## src/rtl/pipe_stage_elastic.sv

```systemverilog
// Elastic inter-stage pipeline register: valid/ready handshake, optional 2-entry skid buffer,
// hazard bubble insertion preserving pc/slot, and exception flush to the handler address.
module pipe_stage_elastic #(
    parameter int unsigned DATA_W     = 64,
    parameter int unsigned EXC_W      = 5,
    parameter logic [31:0] RESET_PC   = 32'h0000_3000,
    parameter logic [31:0] HANDLER_PC = 32'h0000_4180,
    parameter int unsigned SKID       = 1
) (
    input  logic              clk,
    input  logic              rst,
    input  logic              req,
    input  logic              flush,
    input  logic              in_valid,
    output logic              in_ready,
    input  logic [31:0]       in_pc,
    input  logic              in_slot,
    input  logic [EXC_W-1:0]  in_exc,
    input  logic [DATA_W-1:0] in_data,
    output logic              out_valid,
    input  logic              out_ready,
    output logic [31:0]       out_pc,
    output logic              out_slot,
    output logic [EXC_W-1:0]  out_exc,
    output logic [DATA_W-1:0] out_data,
    output logic [1:0]        occupancy
);

    logic              h_valid, n_h_valid;
    logic [31:0]       h_pc, n_h_pc;
    logic              h_slot, n_h_slot;
    logic [EXC_W-1:0]  h_exc, n_h_exc;
    logic [DATA_W-1:0] h_data, n_h_data;

    logic              s_valid, n_s_valid;
    logic [31:0]       s_pc, n_s_pc;
    logic              s_slot, n_s_slot;
    logic [EXC_W-1:0]  s_exc, n_s_exc;
    logic [DATA_W-1:0] s_data, n_s_data;

    logic rdy_q;
    logic accept, drain;

    // rdy_q resets to 1, so in_ready reads 1 for as long as rst is held in either mode
    assign in_ready  = (SKID != 0) ? rdy_q : (~h_valid | out_ready);
    assign accept    = in_valid & in_ready;
    assign drain     = h_valid & out_ready;

    assign out_valid = h_valid;
    assign out_pc    = h_pc;
    assign out_slot  = h_slot;
    assign out_exc   = h_exc;
    assign out_data  = h_data;
    assign occupancy = {1'b0, h_valid} + {1'b0, s_valid};

    always_comb begin
        n_h_valid = h_valid;
        n_h_pc    = h_pc;
        n_h_slot  = h_slot;
        n_h_exc   = h_exc;
        n_h_data  = h_data;
        n_s_valid = s_valid;
        n_s_pc    = s_pc;
        n_s_slot  = s_slot;
        n_s_exc   = s_exc;
        n_s_data  = s_data;

        if (req) begin
            n_h_valid = 1'b0;
            n_s_valid = 1'b0;
            n_h_pc    = HANDLER_PC;
            n_h_slot  = 1'b0;
            n_h_exc   = '0;
            n_h_data  = '0;
        end else if (flush) begin
            n_h_valid = 1'b0;
            n_s_valid = 1'b0;
            n_h_exc   = '0;
            n_h_data  = '0;
            // Bubble inherits the youngest known pc/slot; an idle H already holds the last one
            if (accept) begin
                n_h_pc   = in_pc;
                n_h_slot = in_slot;
            end else if (s_valid) begin
                n_h_pc   = s_pc;
                n_h_slot = s_slot;
            end
        end else if (!h_valid || drain) begin
            if (s_valid) begin
                n_h_valid = 1'b1;
                n_h_pc    = s_pc;
                n_h_slot  = s_slot;
                n_h_exc   = s_exc;
                n_h_data  = s_data;
                n_s_valid = 1'b0;
            end else if (accept) begin
                n_h_valid = 1'b1;
                n_h_pc    = in_pc;
                n_h_slot  = in_slot;
                n_h_exc   = in_exc;
                n_h_data  = in_data;
            end else begin
                n_h_valid = 1'b0;
            end
        end else if (accept && SKID != 0) begin
            n_s_valid = 1'b1;
            n_s_pc    = in_pc;
            n_s_slot  = in_slot;
            n_s_exc   = in_exc;
            n_s_data  = in_data;
        end
    end

    always_ff @(posedge clk or posedge rst) begin
        if (rst) begin
            h_valid <= 1'b0;
            h_pc    <= RESET_PC;
            h_slot  <= 1'b0;
            h_exc   <= '0;
            h_data  <= '0;
            s_valid <= 1'b0;
            s_pc    <= '0;
            s_slot  <= 1'b0;
            s_exc   <= '0;
            s_data  <= '0;
            rdy_q   <= 1'b1;
        end else begin
            h_valid <= n_h_valid;
            h_pc    <= n_h_pc;
            h_slot  <= n_h_slot;
            h_exc   <= n_h_exc;
            h_data  <= n_h_data;
            s_valid <= n_s_valid;
            s_pc    <= n_s_pc;
            s_slot  <= n_s_slot;
            s_exc   <= n_s_exc;
            s_data  <= n_s_data;
            rdy_q   <= ~n_s_valid;
        end
    end

endmodule
```

## config.mk

```make
export PLATFORM = sky130hd
export DESIGN_NAME = pipe_stage_elastic
export DESIGN_NICKNAME = d
export VERILOG_FILES = /design/src/rtl/pipe_stage_elastic.sv
export SDC_FILE = /design/constraint.sdc
export NUM_CORES = 1
export LEC_CHECK = 0
export BUFFER_PORTS_ARGS = -buffer_cell sky130_fd_sc_hd__buf_2
export CAP_MARGIN = 20
export CORE_ASPECT_RATIO = 0.6
export CORE_UTILIZATION = 56
export CTS_BUF_LIST = sky130_fd_sc_hd__clkbuf_2 sky130_fd_sc_hd__clkbuf_4 sky130_fd_sc_hd__clkbuf_8
export DETAILED_ROUTE_END_ITERATION = 10
export GPL_TIMING_DRIVEN = 1
export PLACE_DENSITY = 0.83
export SYNTH_ARGS = -nofsm -noshare
export SYNTH_HDL_FRONTEND = slang
export SYNTH_SLANG_ARGS = --single-unit
```

## constraint.sdc

```tcl
create_clock -name clk -period 8.5 [get_ports clk]
set_clock_uncertainty 0.15 [all_clocks]
set_input_delay 1.7 -clock clk [delete_from_list [all_inputs] [get_ports clk]]
set_output_delay 1.7 -clock clk [all_outputs]
set_load 0.05 [all_outputs]
```

* Yosys cells after proc, flatten, opt, wreduce, memory -nomap -nowiden
Index checks and enable logic that the tools add are counted. Widths: inputs -> output; s select.
Cells by class: $add $sub $neg 1, muxes and demuxes 33, bitwise logic cells 6, reductions and logical operators 8
Operators with widths (number):
- $mux 64 | 5
- $mux 32 | 7
- $mux 5 | 5
- $mux 1 | 16
- $reduce_bool 3->1 | 2
- $not 1->1 | 4
- $reduce_and 2->1 | 2
- $reduce_and 4->1 | 1
- $reduce_bool 4->1 | 1
- $add 1x1->2 | 1
- $and 1x1->1 | 2
- $logic_not 1->1 | 1
- $logic_or 1x1->1 | 1
Storage, ports and cells: bits in registers 207, input bits 108, output and inout bits 106, logic and storage cells 59

* Depth between registers and ports, before layout
word-level depth 6, depth in mapped cells 7, depth with buffers taken out 4

* Worst setup path before layout
OpenSTA, ideal clock, no wires.
path kind input port to flip-flop, from in flush, to reg s_data[0], library setup time 127 ps, arrival time 3025 ps, required time 8223 ps, slack 5198 ps, cell stages on the path 5, buffers on the path 2, cells stage by stage or4b_4 > nor2_2 > buf_6 > buf_6 > mux2_1
Between the ends: word-level cells in the longest chain between the ends 2
RTL lines:
- from (decl) | line 13 | input logic flush,
- $not 1->1 (no source line)
- $reduce_and 4->1 (no source line)
- to (signal assigned) | line 137 | s_data <= n_s_data;
- to (decl) | line 39 | logic [DATA_W-1:0] s_data, n_s_data;
No other way between the ends. A chain may end at the register's enable or synchronous reset.

* Worst setup path in the final report
from in req, to reg h_data[38], in the netlist out_data[38]
Between the ends: word-level cells in the longest chain between the ends 2, elaborated cells between the ends (all ways) 4, those cells by class mux (1); reduce/logical (3)
RTL lines:
- from (decl) | line 12 | input logic req,
- $reduce_bool 4->1 (no source line) or $reduce_bool 3->1 (tied branches)
- $reduce_and 2->1 (no source line)
- to (signal assigned) | line 132 | h_data <= n_h_data;
- to (decl) | line 33 | logic [DATA_W-1:0] h_data, n_h_data;
Parallel ways exist; a longest one is shown, timed or not.

==> results.txt <==
The final period demand of the worst path is 4.55 ns. The number of cell rows came out at 35. The worst max-slew margin expressed relative to the limit came out at 34.3%. The critical path goes through buf_2 > or2_2 > buf_4 > o21ai_4 > buf_4 > nand2_1 > o31ai_1. The kind of path behind the tightest hold check is flip-flop to flip-flop. The worst register-to-register path ends at out_data[38]. The number of top-level pins came out at 214. The first detailed-routing pass ran for 4 iterations. Yosys mapped the design onto 27 distinct sky130hd cell types. The cts-stage hold buffer count is 0. Among all stages on the critical path, the largest delay is contributed by sky130_fd_sc_hd__o21ai_4. The most common flop cell mapped by yosys is sky130_fd_sc_hd__dfrtp_1. The count of nets left with antenna violations after detail routing is 0. The placer congestion estimate is 0.772.

The clock sink count is 207. The kind of capture point of the worst setup path is a flip-flop. The startpoint identified for the worst hold timing path is out_data[49]. The top cell type by area accounts for 57.4% of the synthesized area. The worst setup path is launched from a primary input. Once the clock tree was built, the setup fixing pass inserted 0 buffers. The pin count of the biggest net entering global routing came out at 129. TritonCTS built the clock tree. The worst hold path passes through 2 cells. The number of antenna violations at the first check in global routing was 2. In the routed layout, each cell is associated on average with a via count of 5.58. CTS built an H-tree with a depth of 1. The share of cells above drive strength 1 came out at 34.0%.

The sum of overflow across all layers after global routing came out at 0. For hold timing, the worst endpoint is out_data[49]. The number of maximum-capacitance violations is 0. No sink is reached through more buffers than the 3 on the longest clock path. The post-synthesis adder-cell area fraction is 0.141%.

Once detailed placement completed, the half-perimeter wirelength came to 12.3 mm. The setup violation total in the final timing report is 0. The transition at the pin with the smallest max-transition slack is 0.985 ns. The complex-gate fraction of the synthesized area came out at 11.7%. In this run the clock root is driven by a sky130_fd_sc_hd__clkbuf_8. The gate count after technology mapping is 688. In the synthesized netlist, the cells that appear most often are sky130_fd_sc_hd__dfrtp_1, sky130_fd_sc_hd__mux2_1, sky130_fd_sc_hd__nand2_1. In the synthesized netlist the async set-or-reset flop fraction comes to 100%. The arrival time reported for the critical path endpoint came out at 4.83 ns.

The first-pass GRT wire length came out at 30.7 mm. The max-slew violation count came out at 0. The post-layout net count came out at 995. The run finished with clean final reports. The overall die width came out at 165 um. The clock-pin slew of the registers on the worst-case setup and hold paths is 0.07 ns. The worst ir drop on vdd is 0.000125 V.

For this configuration, the core starts out at a cell density of 57.7%. The synthesized area is 0.00889 mm2. Setup repair after global routing left no endpoint under its margin.

The standard cell core area is 0.0154 mm2. The simple-gate share of the synthesized area is 3.71%. The overall global routing resource usage is 23.6%. The number of global-route vias before repair came to 5898.

The overall via count from detail_route came out at 6183. The largest fanout of any net on the critical path is 98. The required time of the worst setup path is 8.78 ns. By instance count, the cell type seen most on the critical path is sky130_fd_sc_hd__buf_4.

The cell taking the most area after synthesis is sky130_fd_sc_hd__dfrtp_1. The number of cells on the worst reg-to-reg path is 5. The post-synthesis to final-layout area growth came out at 19.6%. The final count of hold timing violations came to 0. The final period utilization is 53.5%. The wire length reported by the detailed router is 19.2 mm. The quantity of gates resized following cts came out at 0.

After layout, the worst setup slack is 3.95 ns. The flip-flop and latch count after synthesis is 207. The worst setup path is of the primary input to flip-flop kind. The combined buffer and inverter count along the critical path came out at 3. The register-to-register setup slack came out at 5.20 ns. The cell area after placement came out at 0.0100 mm2. In the post-synthesis netlist, the biggest area contributors are sky130_fd_sc_hd__dfrtp_1, sky130_fd_sc_hd__mux2_1, sky130_fd_sc_hd__mux2i_1, sky130_fd_sc_hd__o31ai_1, sky130_fd_sc_hd__mux2_2.

Yosys mapped a number of flops with a built-in enable equal to 0. The dominant combinational cell family by area after synthesis is multiplexers. The number of filler cells placed in the layout came out at 1126. The post-detailed-route DRC marker count is 0.

At the later pin of the worst-skew pair, clock insertion delay measures 0.52 ns. Dividing the detail-routed wire length by the instance count gives 17.3 um. The violation count after the first detailed-route iteration is 434. The count of input and output buffers came out at 213. The mux cell area share after synthesis is 21.6%.

Static timing analysis puts the maximum clock frequency at 0.220 GHz. The total chip power came out at 2.23 mW. The number of warnings issued by yosys came out at 0.

The number of nets produced by synthesis came out at 797. The reported leakage power is 5.18 nW. For the final routed database, the setup TNS stands at 0 ns. The delay contributed by the slowest stage of the critical path came out at 0.86 ns. The final design instance area without fill is 0.0106 mm2. The final cell count without fillers came out at 1109. The worst register-to-register path begins at s_valid. The average footprint of a synthesized cell is 12.9 um2. The xor/xnor cell area share of the yosys netlist is 0%.

The critical path's top delay family is buffers and inverters. In this run the power density over the cells is 210 mW/mm2. The pre-CTS worst setup slack is 3.45 ns. The number of CTS-inserted buffers came out at 29. The die area came out at 0.0164 mm2. The instance count after placement with tap cells included came out at 1056. The sequential-to-total area share from yosys stat came out at 58.3%.

The vertical die dimension is 99.6 um. Yosys instantiated no cell more often than sky130_fd_sc_hd__dfrtp_1.
placed cells by master (no fill, tap or decap), types with 2 or more instances in the layout:
master,netlist,routed
sky130_fd_sc_hd__buf_2,22,213
sky130_fd_sc_hd__nand2_1,75,75
sky130_fd_sc_hd__mux2_2,25,25
sky130_fd_sc_hd__dfrtp_1,204,203
sky130_fd_sc_hd__mux2_1,80,80
sky130_fd_sc_hd__clkinv_2,0,5
sky130_fd_sc_hd__clkbuf_4,0,7
sky130_fd_sc_hd__dfstp_2,3,3
sky130_fd_sc_hd__a31oi_2,1,2
sky130_fd_sc_hd__inv_1,29,28
sky130_fd_sc_hd__a22oi_1,25,25
sky130_fd_sc_hd__o21ai_0,7,7
sky130_fd_sc_hd__o32a_1,3,3
sky130_fd_sc_hd__o32ai_1,25,25
sky130_fd_sc_hd__buf_4,0,5
sky130_fd_sc_hd__nand2b_1,3,3
sky130_fd_sc_hd__o31ai_1,69,69
sky130_fd_sc_hd__mux2i_1,74,74
sky130_fd_sc_hd__clkbuf_8,0,38
logic make-up after synthesis:
family / count (synthesis)
flip-flops: 207
AO/OA/AOI/OAI: 136
adder cells (fa/ha/maj): 1
AND/OR/NAND/NOR: 82
buffers and inverters: 83
multiplexers: 179
state kept, by name, summed over array words and instances, names as in the netlist:
name and flops:
s_exc 5, s_pc 32, out_slot 1, s_slot 1, out_data 64, out_exc 5
s_valid 1, s_data 64, out_valid 1, out_pc 32, in_ready 1
cell type report:
cell class | count | area (um2) | area share [%]
antenna | 1 | 2.50 | 0.0235
inverter | 29 | 116 | 1.09
tap | 203 | 254 | 2.39
clock inverter | 5 | 25.0 | 0.235
clock buffer | 45 | 576 | 5.41
timing repair buffer | 221 | 1150 | 10.8
sequential | 207 | 5190 | 48.7
multi-input combinational | 398 | 3330 | 31.3
worst min-delay path, stage by stage (launching register included):
cell and delay (ns):
sky130_fd_sc_hd__dfrtp_1 0.34, sky130_fd_sc_hd__nand2_1 0.05, sky130_fd_sc_hd__o31ai_1 0.05
power by group:
part	internal (mW)	switching, mW	leakage (nW)	total (mW)
registers	1.08	0.0487	2.74	1.13
clock network	0.428	0.358	0.325	0.786
logic	0.109	0.207	2.11	0.316
how the worst max path moves through the flow:
stage | from | endpoint | slack (ns) | depth (start not counted)
6_report | req | out_data[38] | 3.95 | 7
5_1_grt | req | out_data[21] | 3.72 | 7
4_1_cts | req | out_data[53] | 4.01 | 7
3_5_place_dp | req | out_data[45] | 3.45 | 6
3_3_place_gp | req | out_data[32] | 3.54 | 7
2_1_floorplan | rst | out_data[0] | 1.00 | 1
layer usage:
layer | wire [um] | global-route usage [%]
met1 | 9050 | 36.1
met2 | 8200 | 33.2
met3 | 1640 | 6.92
met4 | 346 | 5.01
met5 | 0 | 0
stage by stage:
stage                     hold slack, ns  utilization [%]
final                              0.321             69.0
after global routing               0.345             69.0
after CTS                          0.327             68.8
after detailed placement           0.311             65.0
after global placement             0.305             65.0
after floorplan                    0.302                -
(Power assumes the default switching activity.)
